File: src/rtl/riscv_scoreboard_hu.sv
// ----------------------------------------------------------------------------
// riscv_scoreboard_hu
//   Shift-register scoreboard / hazard unit for an in-order pipeline.
//   It tracks in-flight register writes for DEPTH stages after execute
//   (position 1 = MEM, position DEPTH = WB). For every source operand of the
//   instruction entering execute it picks a register-file read or a bypass
//   position. When a producer's result is not yet bypassable (load-use or
//   multi-cycle producer), it raises a stall. The unit also honours pipeline
//   hold and flush, and keeps saturating stall and forward counters.
//
// Ports
//   i_clk         clock
//   i_reset       synchronous, active-high reset
//   i_iss_valid   instruction presented to EX this cycle
//   i_iss_rs      source register addresses; operand k is [k*AW +: AW]
//   i_iss_rd      destination register
//   i_iss_we      instruction writes i_iss_rd
//   i_iss_avail   first position (1..DEPTH) at which the result is bypassable
//   i_pipe_hold   downstream busy; scoreboard frozen this cycle
//   i_flush       redirect from EX; the instruction being issued is killed
//   o_iss_stall   issue must not proceed this cycle
//   o_iss_fire    i_iss_valid & ~o_iss_stall & ~i_flush
//   o_src_sel     per operand: 0 = RF, p = bypass from position p
//   o_stall_cnt   cycles with i_iss_valid & o_iss_stall (saturating)
//   o_fwd_cnt     fired instructions with any non-zero select (saturating)
// ----------------------------------------------------------------------------
module riscv_scoreboard_hu #(
    parameter int NUM_SRC = 2,
    parameter int AW      = 5,
    parameter int DEPTH   = 2,
    parameter int SW      = 2,
    parameter int CNT_W   = 32
) (
    input  logic                    i_clk,
    input  logic                    i_reset,
    input  logic                    i_iss_valid,
    input  logic [NUM_SRC*AW-1:0]   i_iss_rs,
    input  logic [AW-1:0]           i_iss_rd,
    input  logic                    i_iss_we,
    input  logic [SW-1:0]           i_iss_avail,
    input  logic                    i_pipe_hold,
    input  logic                    i_flush,
    output logic                    o_iss_stall,
    output logic                    o_iss_fire,
    output logic [NUM_SRC*SW-1:0]   o_src_sel,
    output logic [CNT_W-1:0]        o_stall_cnt,
    output logic [CNT_W-1:0]        o_fwd_cnt
);

    localparam logic [SW-1:0]    LP_DEPTH = SW'(DEPTH);
    localparam logic [SW-1:0]    LP_ONE   = SW'(1);
    localparam logic [CNT_W-1:0] LP_CINC  = CNT_W'(1);

    // Scoreboard entries, index 1 is the youngest (MEM) position.
    logic            r_v     [1:DEPTH];
    logic [AW-1:0]   r_rd    [1:DEPTH];
    logic            r_we    [1:DEPTH];
    logic [SW-1:0]   r_avail [1:DEPTH];

    logic [CNT_W-1:0] r_stall_cnt;
    logic [CNT_W-1:0] r_fwd_cnt;

    logic [NUM_SRC-1:0] w_haz;
    logic               w_any_haz;
    logic               w_any_fwd;
    logic [SW-1:0]      w_avail_clamp;

    // Per-operand lookup. Scanning from the oldest position down to the
    // youngest lets the youngest match overwrite any older one.
    genvar gi;
    generate
        for (gi = 0; gi < NUM_SRC; gi++) begin : g_src
            logic [AW-1:0] w_rs;
            logic [SW-1:0] w_sel;
            logic          w_hz;

            assign w_rs = i_iss_rs[gi*AW +: AW];

            always_comb begin
                w_sel = '0;
                w_hz  = 1'b0;
                if (w_rs != '0) begin
                    for (int p = DEPTH; p >= 1; p--) begin
                        if (r_v[p] && r_we[p] && (r_rd[p] == w_rs)) begin
                            if (SW'(p) >= r_avail[p]) begin
                                w_sel = SW'(p);
                                w_hz  = 1'b0;
                            end else begin
                                w_sel = '0;
                                w_hz  = 1'b1;
                            end
                        end
                    end
                end
            end

            assign o_src_sel[gi*SW +: SW] = w_sel;
            assign w_haz[gi]              = w_hz;
        end
    endgenerate

    assign w_any_haz   = |w_haz;
    assign w_any_fwd   = |o_src_sel;
    assign o_iss_stall = i_pipe_hold | (i_iss_valid & w_any_haz);
    assign o_iss_fire  = i_iss_valid & ~o_iss_stall & ~i_flush;
    assign o_stall_cnt = r_stall_cnt;
    assign o_fwd_cnt   = r_fwd_cnt;

    // A producer can never be bypassable before MEM nor later than WB.
    always_comb begin
        w_avail_clamp = i_iss_avail;
        if (i_iss_avail == '0) begin
            w_avail_clamp = LP_ONE;
        end else if (i_iss_avail > LP_DEPTH) begin
            w_avail_clamp = LP_DEPTH;
        end
    end

    always_ff @(posedge i_clk) begin
        if (i_reset) begin
            for (int p = 1; p <= DEPTH; p++) begin
                r_v[p]     <= 1'b0;
                r_rd[p]    <= '0;
                r_we[p]    <= 1'b0;
                r_avail[p] <= LP_ONE;
            end
            r_stall_cnt <= '0;
            r_fwd_cnt   <= '0;
        end else begin
            // Stall cycles are counted even while the pipe is held.
            if (i_iss_valid && o_iss_stall && (r_stall_cnt != '1)) begin
                r_stall_cnt <= r_stall_cnt + LP_CINC;
            end
            if (!i_pipe_hold) begin
                for (int p = DEPTH; p >= 2; p--) begin
                    r_v[p]     <= r_v[p-1];
                    r_rd[p]    <= r_rd[p-1];
                    r_we[p]    <= r_we[p-1];
                    r_avail[p] <= r_avail[p-1];
                end
                // Stalled or flushed issue slots enter as bubbles (v=0).
                // Writes to x0 are recorded as non-writing so they never match.
                r_v[1]     <= o_iss_fire;
                r_rd[1]    <= i_iss_rd;
                r_we[1]    <= i_iss_we && (i_iss_rd != '0);
                r_avail[1] <= w_avail_clamp;
                if (o_iss_fire && w_any_fwd && (r_fwd_cnt != '1)) begin
                    r_fwd_cnt <= r_fwd_cnt + LP_CINC;
                end
            end
        end
    end

endmodule
File: config.mk
export PLATFORM = sky130hd
export DESIGN_NAME = riscv_scoreboard_hu
export DESIGN_NICKNAME = d
export VERILOG_FILES = /design/src/rtl/riscv_scoreboard_hu.sv
export SDC_FILE = /design/constraint.sdc
export NUM_CORES = 1
export LEC_CHECK = 0
export ABC_AREA = 1
export CAP_MARGIN = 20
export CORE_MARGIN = 5
export CORE_UTILIZATION = 54
export CTS_CLUSTER_DIAMETER = 200
export CTS_CLUSTER_SIZE = 40
export DETAILED_ROUTE_END_ITERATION = 10
export GPL_TIMING_DRIVEN = 0
export HOLD_SLACK_MARGIN = 0.08
export PLACE_DENSITY = 0.86
export SYNTH_ARGS = -nofsm -noshare
export SYNTH_HDL_FRONTEND = slang
export SYNTH_SLANG_ARGS = --single-unit
export TNS_END_PERCENT = 50
File: constraint.sdc
create_clock -name i_clk -period 3.7 [get_ports i_clk]
set_clock_uncertainty 0.2 [all_clocks]
set_input_delay 1.11 -clock i_clk [delete_from_list [all_inputs] [get_ports i_clk]]
set_output_delay 1.11 -clock i_clk [all_outputs]
set_load 0.005 [all_outputs]
==> results of run 1 <==
==> flip-flops by register name, indices dropped and copies added, names as in the netlist <==
register,flops
o_fwd_cnt,32
o_stall_cnt,32
r_rd,10
r_avail,4
r_v,2
r_we,2
==> area by class of cell <==
type,count,area [um2]
multi-input cells,607,3070
fillers,869,2950
flip-flops and latches,82,1820
repair buffers,103,987
inverters,84,318
well taps,133,166
plain buffers,30,151
clock buffers,11,141
clock inverters,5,78.8
==> kinds of logic (layout without fill, tap and decap cells) <==
family          Yosys count  in the layout
simple gates            479            479
buf+inv                 115            233
flops                    82             82
compound gates           65             65
xor+xnor                 61             61
fa+ha+maj                 2              2
==> report_power, final <==
part           internal (mW)  total [mW]  switching [mW]
combinational         0.0574       0.153          0.0957
sequential             0.930       0.942          0.0124
clock                  0.398       0.741           0.343
==> per-stage QoR <==
step	worst slack [ps]	area (um2)	utilization (%)
2_1_floorplan	278	5300	-
3_3_place_gp	-1080	6360	65.7
3_5_place_dp	-1150	6360	65.7
4_1_cts	-0.689	6680	69.0
5_1_grt	-100	6740	69.6
6_report	33.9	6740	69.6
==> layout by cell type, fill, tap and decap left out, drive strengths merged <==
master           n
nand2          234
nor2           108
inv             84
clkdlybuf4s50   73
dfxtp           64
a21oi           60
nand3           49
xor2            46
nand4           45
buf             41
clkbuf          27
nor3            25
edfxtp          18
xnor2           15
nor4            14
o21ai            4
dlymetal6s2s     3
clkinv           3
or2              2
ha               2
bufinv           2
o311ai           1
nor3b            1
nand3b           1
==> metal layers <==
metal  up-vias  wire [um]
li1       2837          -
met1      2627       6340
met2       247       7200
met3        33       1290
met4         0        358
met5         -          0
==> tightest hold or removal path: cells and delay by family (launching register included) <==
| family | cells | cell delay, ps |
|---|---|---|
| DFF | 1 | 340 |
| and+or+nand+nor | 1 | 70 |
| AOI/OAI and AO/OA | 1 | 50 |
==> cell usage after synthesis, types with 3 or more instances <==
master,instances
nand2_1,227
a21oi_2,10
clkbuf_1,16
buf_1,3
nand2_2,7
nor4_1,14
nand3_1,47
o21ai_0,4
buf_6,3
xnor2_1,15
xor2_1,46
edfxtp_1,18
nand4_1,45
dfxtp_1,64
inv_1,82
buf_2,9
a21oi_1,50
nor2_1,106
nor3_1,25
==> how the worst min path moves through the flow <==
stage	from	endpoint	slack, ps	depth (start not counted)
2_1_floorplan	o_fwd_cnt[31]	o_fwd_cnt[31]	270	2
3_3_place_gp	r_avail[1][0]	r_avail[2][0]	290	1
3_5_place_dp	o_fwd_cnt[31]	o_fwd_cnt[31]	280	2
4_1_cts	o_fwd_cnt[31]	o_fwd_cnt[31]	290	2
5_1_grt	r_avail[1][0]	r_avail[2][0]	320	1
6_report	o_fwd_cnt[31]	o_fwd_cnt[31]	300	2
==> timing repair <==
item / CTS / global route
setup buffers: 13 / 2
pin swaps: 18 / 18
setup endpoints to repair: 6 / 6
resized for setup: 80 / 19
==> impl_metrics.csv, run 1 <==
group,metric,value,unit
critical_path,worst_ep_required_time,2390,ps
power,powerDensity,273,nW/um2
power,design_power_total,1.84,mW
route,via_per_inst,5.44,
floorplanning,core,9680,um2
critical_path,critPathCapture,"o_iss_fire",
sta,drv_slew,0,
cells_and_area,nets,942,
hold_path,hold_class,"reg2reg",
yosys,synthAdderAreaFrac,0.472,%
power,ir_worst_vdd,0.000160,V
yosys,syn_area,5300,um2
critical_path,path_class,"in2out",
clock_network,clockBufferDepth,2,
floorplanning,die_w,109,um
yosys,ys_ff_latch,82,
global_route,use_met2,42.9,%
sta,fin_crit_sh,99.1,%
global_route,first_global_vias,5285,
floorplanning,die_area,11900,um2
sta,rsz0062_at_grt,"true",
cells_and_area,area_delta_synth_final,27.1,%
critical_path,r2r_start,"r_rd[2][4]",
yosys,synthSimpleGateAreaFrac,39.4,%
cells_and_area,stdcell_count,1055,
floorplanning,placementRows,36,
global_route,grt.busiest_layer,"met2",
global_route,grt.overflow.total,0,
sta,whs,301,ps
cells_and_area,diodes,0,
yosys,synth_top_area_cell,"dfxtp_1",
yosys,synth_cell_types,28,
critical_path,r2r_slack,990,ps
critical_path,max_stage_delay,280,ps
clock_network,cts_tree,"yes",
clock_network,cts_root_buf,"clkbuf_8",
yosys,yosys.area.top_type_share,24.2,%
critical_path,worstPathArrival,2360,ps
floorplanning,pin_count,93,
placement,gp_congestion,1.02,
clock_network,cts_buffers,9,
yosys,syn_avg_cell_area,6.59,um2
yosys,synth_top_family_by_area,"simple AND/OR/NAND/NOR gates",
route,drc,0,
route,first_pass_iters,5,
sta,finalHoldViolCount,0,
critical_path,r2r_cells,17,
route,wl,15200,um
yosys,synth_compound_area_share,6.92,%
clock_network,cts_hold_buffers,0,
power,leakagePower,2.68,nW
floorplanning,initial_core_util,54.7,%
global_route,grtUsageMet3,3.85,%
clock_network,clk_latency,360,ps
critical_path,worst_setup_path_end_kind,"output pin",
route,drtAntennaViolNets,0,
yosys,ys_seq_area_share,34.4,%
global_route,antenna_found_initial,0,
sta,fmax,273,MHz
critical_path,crit_fanout,4,
yosys,syn_nets,829,
route,drt-initial-drc-count,508,
yosys,muxShareOfSynthArea,0,%
sta,worst_pin_slew,750,ps
route,vias,5744,
sta,period_needed,3670,ps
yosys,yosys_warnings,0,
yosys,synth_xor_area_share,10.1,%
cells_and_area,drive_above_1_share,11.0,%
global_route,grt_pass1_wl,24800,um
clock_network,cts_sinks,82,
global_route,grt_use_met1,34.9,%
critical_path,cp_slowest_cell,"or2_2",
global_route,grt.total_usage,26.2,%
critical_path,crit_path_start,"i_iss_rs[2]",
yosys,async_flop_share,0,%
critical_path,path_depth,12,
floorplanning,dieHeight,109,um
placement,dp_hpwl,11300,um
yosys,synthTopCellsByArea,"dfxtp_1 24%, nand2_1 16%, edfxtp_1 10%, xor2_1 7.6%, nor2_1 7.5%",
critical_path,worst-path-buf-inv,4,
clock_network,clk_pin_slew_worst_paths,80,ps
clock_network,htreeDepth,3,
yosys,synth_enable_flop_cells,18,
critical_path,crit_chain,"buf_2 -> inv_2 -> or2_2 -> nand2_1 -> nor2_1 -> nand4_1 -> nand2_1 -> nand2_2 -> nand4_1 -> nor2_2 -> buf_6 -> buf_6",
sta,maxSlewHeadroom,49.9,%
placement,io_buffers,89,
yosys,synthesis.instances,804,
route,drt-wirelength-per-cell,14.4,um
status,status,"completed",
sta,setup_viol,0,
sta,final.setup.tns,0,ps
placement,post-place-cells,1026,
critical_path,worstSetupStartpointType,"input port",
global_route,grt_max_degree,19,
critical_path,critPathTopFamily,"simple AND/OR/NAND/NOR gates",
critical_path,r2r_end,"o_fwd_cnt[31]",
run,maxCapViolations,0,
yosys,synth-main-ff-cell,"dfxtp_1",
No activity file was read; power rests on OpenSTA's default activity.
==> inputs of run 2 (changes only) <==
CORE_UTILIZATION = 40   (was 54)
PLACE_DENSITY = 0.68   (was 0.86)
==> run 2 against run 1 <==
Against the previous run:
- the run now ends with negative setup slack left
- total power grew 15%
- routed wire length up 3.8%
- clock power is 38% higher
- sequential share of layout area shrank 1.1 points
- flip-flop and latch count unchanged
- worst setup slack got worse by 39 ps
- via count down 2.3%
- non-clock buffer count is 12 higher
- fmax is 1.1% lower
- first-iteration DRC count decreased by 18%
- largest power group is now clock
==> impl_metrics.csv, run 2 (synthesis gave the netlist of run 1 again) <==
group,metric,value,unit
critical_path,worst_setup_path_end_kind,"output pin",
sta,fin_crit_sh,100,%
sta,period_needed,3710,ps
global_route,use_met2,33.0,%
route,wl,15800,um
sta,final.setup.tns,-5.24,ps
route,drtAntennaViolNets,0,
power,ir_worst_vdd,0.000229,V
global_route,grt_pass1_wl,26000,um
cells_and_area,multi_input_area,3080,um2
cells_and_area,area_delta_synth_final,32.3,%
cells_and_area,final_common_cell,"nand2_1",
global_route,grt.total_usage,20.1,%
clock_network,clk_pin_slew_worst_paths,70,ps
floorplanning,core,13100,um2
cells_and_area,regArea,1820,um2
clock_network,cts_sinks,82,
critical_path,worstPathArrival,2400,ps
run,maxCapViolations,0,
clock_network,cts_buffers,9,
status,status,"complete, but fails checks",
floorplanning,placementRows,42,
sta,rsz0062_at_grt,"true",
global_route,grt_max_degree,19,
sta,maxSlewHeadroom,51.9,%
power,seq_power_share,44.6,%
power,intPower,1.62,mW
power,leakagePower,2.76,nW
clock_network,cts_root_buf,"clkbuf_16",
sta,drv_slew,0,
floorplanning,initial_core_util,40.4,%
critical_path,worstSetupStartpointType,"input port",
power,p_clk_share,48.1,%
power,p_sw,0.491,mW
sta,setup_viol,1,
sta,finalHoldViolCount,0,
placement,io_buffers,89,
clock_network,cts_hold_buffers,0,
hold_path,hold_class,"reg2reg",
global_route,first_global_vias,5349,
sta,fmax,270,MHz
route,drt-initial-drc-count,418,
global_route,grt_use_met1,26.1,%
floorplanning,die_w,125,um
floorplanning,pin_count,93,
route,drt-wirelength-per-cell,14.2,um
power,powerDensity,301,nW/um2
clock_network,clk_latency,350,ps
sta,worst_slack,-5.24,ps
placement,placed_cell_area,6410,um2
placement,dp_hpwl,11700,um
clock_network,htreeDepth,3,
critical_path,crit_fanout,3,
critical_path,path_class,"in2out",
sta,worst_pin_slew,719,ps
placement,gp_congestion,0.970,
cells_and_area,nets,954,
cells_and_area,drive_above_1_share,12.7,%
status,failed_checks,"negative setup slack",
clock_network,clockBufferDepth,2,
global_route,grt.busiest_layer,"met2",
cells_and_area,mostFrequentLayoutCells,"218 x nand2_1, 99 x nor2_1, 76 x inv_1",
route,drc,0,
floorplanning,die_area,15700,um2
power,swShare,23.2,%
route,vias,5614,
clock_network,cts_tree,"yes",
cells_and_area,finalInstanceArea,7010,um2
floorplanning,dieHeight,125,um
global_route,grt.overflow.total,0,
sta,whs,315,ps
cells_and_area,diodes,0,
global_route,antenna_found_initial,0,
global_route,grtUsageMet3,4.14,%
cells_and_area,fill_cells,1305,
route,via_per_inst,5.06,
route,first_pass_iters,5,
critical_path,worst_ep_required_time,2390,ps
power,share_comb_of_total_power,7.3,%
==> run 2: changes by cell type in the layout (fill, tap and decap cells not counted), moves of 2 or more <==
cell,previous run,this run
nand2_2,13,15
buf_6,11,9
dlymetal6s2s_1,3,1
clkbuf_1,17,14
buf_8,0,2
nand2_1,220,218
clkbuf_8,10,0
buf_4,16,29
clkbuf_16,0,10
==> run 2: layer usage <==
layer	share of wire, %	wire length, um	vias to the layer above
met5	0	0	-
met4	1.8	289	0
met3	5.9	933	21
met2	46	7320	188
met1	46	7210	2540
li1	-	-	2865
==> run 2: worst paths after layout <==
check | startpoint | endpoint | slack [ps] | cells after the start
worst max-delay path | i_iss_rs[7] | o_iss_stall | -5 | 15
worst min-delay path | r_avail[1][0] | r_avail[2][0] | 320 | 1
worst max register to register | r_rd[1][2] | o_fwd_cnt[28] | 540 | 23
worst min register to register | r_avail[1][0] | r_avail[2][0] | 320 | 1
==> run 2: timing repair <==
item                                    4_1_cts  5_1_grt
pin swaps                                    21       11
endpoints found under the setup margin        6       30
gates resized for setup                      89       24
buffers inserted                             25        1
gates cloned                                  0        0
==> run 2: layout make-up <==
cell class,instances,share of cell area [%]
Buffer,31,2.46
Multi-Input combinational cell,607,43.9
Sequential cell,82,26.0
Tap cell,176,3.14
Timing Repair Buffer,114,15.2
Clock inverter,6,1.23
Clock buffer,10,3.57
Inverter,84,4.53
==> run 2: critical path, cell delays in order <==
cell,delay (ps)
buf_6,80
inv_2,30
nand2_1,50
nand2_1,50
nor2_1,100
nand3_2,130
nor2_4,120
buf_4,110
nor2_1,30
nand2_1,100
nand2_2,70
nand2_2,90
nand2_4,70
buf_6,120
buf_2,120
==> run 2: power groups by stage <==
| stage | combinational (mW) | clock (mW) | sequential, mW |
|---|---|---|---|
| floorplan | 0.0858 | 0 | 0.958 |
| global placement | 0.140 | 0 | 0.963 |
| detailed placement | 0.140 | 0 | 0.963 |
| CTS | 0.152 | 1.04 | 0.943 |
| global route | 0.174 | 1.07 | 0.944 |
| finish | 0.155 | 1.02 | 0.943 |
==> run 2: metrics by stage <==
stage	power, mW	util, %	instances	setup slack (ps)
global route	2.19	53.4	1110	-105
finish	2.11	53.4	1110	-5.24
CTS	2.13	53.0	1109	-6.86
detailed placement	1.10	48.8	1069	-1110
global placement	1.10	48.8	1069	-1130
floorplan	1.04	-	804	278
